$ cat config.mk
export PLATFORM = sky130hd
export DESIGN_NAME = button_array_ctrl
export DESIGN_NICKNAME = d
export VERILOG_FILES = /design/src/rtl/button_array_ctrl.sv
export SDC_FILE = /design/constraint.sdc
export NUM_CORES = 1
export LEC_CHECK = 0
export BUFFER_PORTS_ARGS = -buffer_cell sky130_fd_sc_hd__buf_4
export CAP_MARGIN = 10
export CORE_AREA = 8 8 151 182
export DETAILED_ROUTE_END_ITERATION = 7
export DIE_AREA = 0 0 159 190
export PLACE_DENSITY_LB_ADDON = 0.2
export SLEW_MARGIN = 20
export SYNTH_ARGS = -nofsm -noshare
export SYNTH_HDL_FRONTEND = slang
export SYNTH_SLANG_ARGS = --single-unit
$ cat constraint.sdc
create_clock -name i_clk -period 6.3 [get_ports i_clk]
set_input_delay 0.315 -clock i_clk [delete_from_list [all_inputs] [get_ports i_clk]]
set_output_delay 0.315 -clock i_clk [all_outputs]
set_load 0.01 [all_outputs]
$ cat src/rtl/button_array_ctrl.sv
// Multi-channel push-button front end: per channel a 2-flop synchroniser, a
// stability-window debouncer and press / release / long-press event pulses.
module button_array_ctrl #(
    parameter int CHANNELS   = 4,
    parameter int DEBOUNCE   = 500_000,
    parameter int LONG_PRESS = 50_000_000,
    parameter int CNT_W      = 32
) (
    input  logic                i_clk,
    input  logic                i_reset_n,
    input  logic [CHANNELS-1:0] i_button,
    output logic [CHANNELS-1:0] o_level,
    output logic [CHANNELS-1:0] o_press,
    output logic [CHANNELS-1:0] o_release,
    output logic [CHANNELS-1:0] o_long
);

    localparam logic [CNT_W-1:0] DEB_LAST  = CNT_W'(DEBOUNCE - 1);
    localparam logic [CNT_W-1:0] LONG_LAST = CNT_W'((LONG_PRESS > 0) ? LONG_PRESS - 1 : 0);
    localparam bit               LONG_EN   = (LONG_PRESS > 0);

    for (genvar ch = 0; ch < CHANNELS; ch++) begin : g_chan
        logic             sync_meta;
        logic             sync;
        logic             level;
        logic             press_p;
        logic             rel_p;
        logic             long_p;
        logic             fired;
        logic [CNT_W-1:0] deb_cnt;
        logic [CNT_W-1:0] hold_cnt;
        logic             accept;

        // The window completes on the last of DEBOUNCE consecutive disagreeing samples.
        assign accept = (sync != level) && (deb_cnt == DEB_LAST);

        always_ff @(posedge i_clk or negedge i_reset_n) begin
            if (!i_reset_n) begin
                sync_meta <= 1'b0;
                sync      <= 1'b0;
                level     <= 1'b0;
                deb_cnt   <= '0;
                press_p   <= 1'b0;
                rel_p     <= 1'b0;
            end else begin
                sync_meta <= i_button[ch];
                sync      <= sync_meta;
                press_p   <= 1'b0;
                rel_p     <= 1'b0;
                if (sync == level) begin
                    deb_cnt <= '0;
                end else if (accept) begin
                    level   <= sync;
                    deb_cnt <= '0;
                    press_p <= sync;
                    rel_p   <= ~sync;
                end else begin
                    deb_cnt <= deb_cnt + 1'b1;
                end
            end
        end

        // The hold count runs from the cycle after the press; a press is always
        // accepted while the old level is 0, which is what rearms the counter.
        always_ff @(posedge i_clk or negedge i_reset_n) begin
            if (!i_reset_n) begin
                hold_cnt <= '0;
                fired    <= 1'b0;
                long_p   <= 1'b0;
            end else begin
                long_p <= 1'b0;
                if (!level) begin
                    hold_cnt <= '0;
                    fired    <= 1'b0;
                end else if (LONG_EN && !fired) begin
                    if (hold_cnt == LONG_LAST) begin
                        long_p <= 1'b1;
                        fired  <= 1'b1;
                    end else begin
                        hold_cnt <= hold_cnt + 1'b1;
                    end
                end
            end
        end

        assign o_level[ch]   = level;
        assign o_press[ch]   = press_p;
        assign o_release[ch] = rel_p;
        assign o_long[ch]    = long_p;
    end

endmodule

==> impl_metrics.toml <==
[route]
vias = 11000
ant_nets = 0
drtIter0Drc = 709
wl_per_cell_um = 15.6
wl_um = 29000
top_layer_used = "met4"
drtPass1Iterations = 5
met1Wirelength_um = 13000
drc = 0
dr_wl_met2_um = 14300
vias_per_cell = 5.93
routed-wl-met3_um = 1040

[setup_path]
start_kind = "flip-flop"
endpoint_kind = "flip-flop"
critPathMaxFanout = 29
cp.required_ns = 6.69
crit_arrival_ns = 3.00
crit_type = "flip-flop to flip-flop"

[timing]
rsz0062_at_grt = "no"
slew_viol_final = 0
skew_ns = 0.0161
min_period_ns = 2.62
worst_pin_slew_ns = 1.06
setup_viol = 0
period_share_pct = 41.5
final_hold_viol_count = 0
max_clock_freq_mhz = 382
fin_tns_setup_ns = 0
max_slew_margin_pct = 29.2

[pwr]
p_leak_nw = 6.33
clkPwrFrac_pct = 51.0
internal_power_w = 0.00310
comb_power_share_pct = 1.7
p_sw_w = 0.000792
power_density_mw_per_mm2 = 246
sw_frac_of_total_pct = 20.3
irDropWorstVdd_v = 0.000187
pwr-share-seq_pct = 47.3

[logic_synthesis]
syn_nets = 1551
yosys.cell_types.count = 57
ys_ff_latch = 284
synthFlopType = "dfrtp_1"
synth_edf_count = 0
async_flop_share_pct = 100
synth_seq_area_share_pct = 49.2
syn_area_per_cell_um2 = 9.40
yosysWarnings = 0
syn_inst = 1537
synth_area_mm2 = 0.0145

[layout]
layout-drive-gt1-share_pct = 6.25
final_nets = 1526
synthToLayoutAreaGrowth_pct = 9.73
fin_area_mm2 = 0.0159
diodes = 0
final_util_pct = 64.9

[global_route]
grt_max_degree = 174
grt_first_pass_wirelength_um = 50900
antenna_found_initial = 0
grt_util_all_layers_pct = 19.2
grt_overflow = 0
grt_pass1_vias = 10800

[clock_network]
cts_max_level = 1
cts.repair.resized = 0
clk_path_buf_depth = 3
cts_tree = "done"
postCtsSetupRepairBufs = 0
clk-insertion-delay-late_ns = 0.55
cts.sinks = 284
clk_pin_slew_ns = 0.06
cts_inserted_buffers = 30
cts-root-buf = "clkbuf_16"
hold_buffers = 5

[die]
core_mm2 = 0.0244
start_util_pct = 59.2
num_io_pins = 22
fp.dieH_um = 190
die_width_um = 159
rows = 63
die_area_mm2 = 0.0302

[placed_design]
dp_hpwl_um = 18700
io_buffers = 21
place_congestion = 0.834
dpl_cell_area_mm2 = 0.0147

[worst_hold_path]
hp-class = "flip-flop to flip-flop"

[outcome]
status = "complete, no violations"

[run]
drv_cap = 0
kinds of logic after synthesis:
logic type               after synthesis  synth area share (%)
buffers and inverters                119                  3.58
adder cells (fa/ha/maj)                8                 0.693
multiplexers                           7                 0.511
AND/OR/NAND/NOR                      809                  29.6
flip-flops                           284                  49.2
AO/OA/AOI/OAI                        121                  4.98
XOR/XNOR                             189                  11.5
critical path: stages, from the launching register on:
cell      delay, ns
dfrtp_1        0.38
ha_1           0.24
nand4_1        0.24
or4_1          0.67
nand2b_1       0.79
nor2_1         0.13
cell usage after synthesis, types with 4 or more instances:
cell | count | area share (%)
dfrtp_1 | 284 | 49
inv_1 | 31 | 0.81
nand4_1 | 70 | 3.0
and4_1 | 27 | 1.6
nor2_1 | 221 | 5.7
o41ai_1 | 6 | 0.36
and3_1 | 45 | 1.9
buf_4 | 16 | 0.83
o21ai_0 | 44 | 1.5
nor2b_1 | 6 | 0.26
nor3b_1 | 7 | 0.36
xnor2_1 | 104 | 6.3
or4_1 | 23 | 1.2
nand2b_1 | 8 | 0.35
buf_1 | 5 | 0.13
or2_2 | 6 | 0.26
nand2_1 | 116 | 3.0
mux2i_1 | 4 | 0.28
nor4_1 | 66 | 2.9
a21oi_1 | 38 | 1.3
or3_1 | 16 | 0.69
nand3_1 | 95 | 3.3
nor4b_1 | 15 | 0.91
and2_1 | 21 | 0.91
o211ai_1 | 6 | 0.31
clkbuf_1 | 63 | 1.6
nor3_1 | 42 | 1.5
o31ai_1 | 13 | 0.68
ha_1 | 8 | 0.69
xor2_1 | 85 | 5.2
nand4b_1 | 6 | 0.36
flip-flops by register name, summed over array words and instances (netlist names):
| name | cells |
|---|---|
| g_chan.deb_cnt | 128 |
| g_chan.fired | 4 |
| g_chan.hold_cnt | 128 |
| g_chan.level | 4 |
| g_chan.long_p | 4 |
| g_chan.press_p | 4 |
| g_chan.rel_p | 4 |
| g_chan.sync | 4 |
| g_chan.sync_meta | 4 |
metrics by stage:
step	hold WS (ns)	cells	worst slack (ns)	power, W
after floorplan	0.0194	1537	3.94	0.00190
after global placement	0.336	1800	3.76	0.00194
after detailed placement	0.336	1800	3.66	0.00194
after CTS	0.351	1861	3.66	0.00394
after global routing	0.365	1861	3.42	0.00402
final	0.348	1861	3.68	0.00389
final cells by class:
cell class                 count  area (um^2)
tap                          325          407
clock inverter                15          265
fill                        2024         8580
clock buffer                  41          873
sequential                   284         7110
multi-input combinational   1134         6830
inverter                      32          120
timing repair buffer          30          258
per-layer routing:
metal / vias to the layer above / track usage (%)
met3: 63 / 2.62
met5: - / 0
met2: 202 / 33.3
met4: 0 / 5.56
met1: 5412 / 24.9
li1: 5363 / -
cells in the final DEF (no fill, tap or decap), types with 27 or more instances in the layout:
master and instances:
nand2_1 116, and3_1 45, xor2_1 85, clkbuf_16 31, xnor2_1 104, nor2_1 221
dfrtp_1 284, a21oi_1 38, nor3_1 42, and4_1 27, nor4_1 66, nand3_1 95
o21ai_0 44, nand4_1 70, inv_1 31
worst paths after layout:
path	from	to	slack, ns	cells past startpoint
worst max register to register	g_chan[1].deb_cnt[0]$_DFF_PN0_	g_chan[1].deb_cnt[11]$_DFF_PN0_	3.68	5
worst max-delay path	g_chan[1].deb_cnt[0]$_DFF_PN0_	g_chan[1].deb_cnt[11]$_DFF_PN0_	3.68	5
min in group asynchronous	i_reset_n	g_chan[0].hold_cnt[30]$_DFFE_PN0P_	0.40	2
worst min register to register	g_chan[2].sync_meta$_DFF_PN0_	g_chan[2].sync$_DFF_PN0_	0.35	0
max in group asynchronous	i_reset_n	g_chan[3].hold_cnt[21]$_DFFE_PN0P_	4.50	3
worst min-delay path	g_chan[2].sync_meta$_DFF_PN0_	g_chan[2].sync$_DFF_PN0_	0.35	0
power by group through the flow:
stage	clock, W	combinational, W	sequential, W
4_1_cts	0.00203	0.0000694	0.00184
3_3_place_gp	0	0.0000664	0.00187
3_5_place_dp	0	0.0000667	0.00187
6_report	0.00199	0.0000652	0.00184
5_1_grt	0.00210	0.0000786	0.00184
2_1_floorplan	0	0.0000220	0.00187
Power figures use the tool's default switching activity.
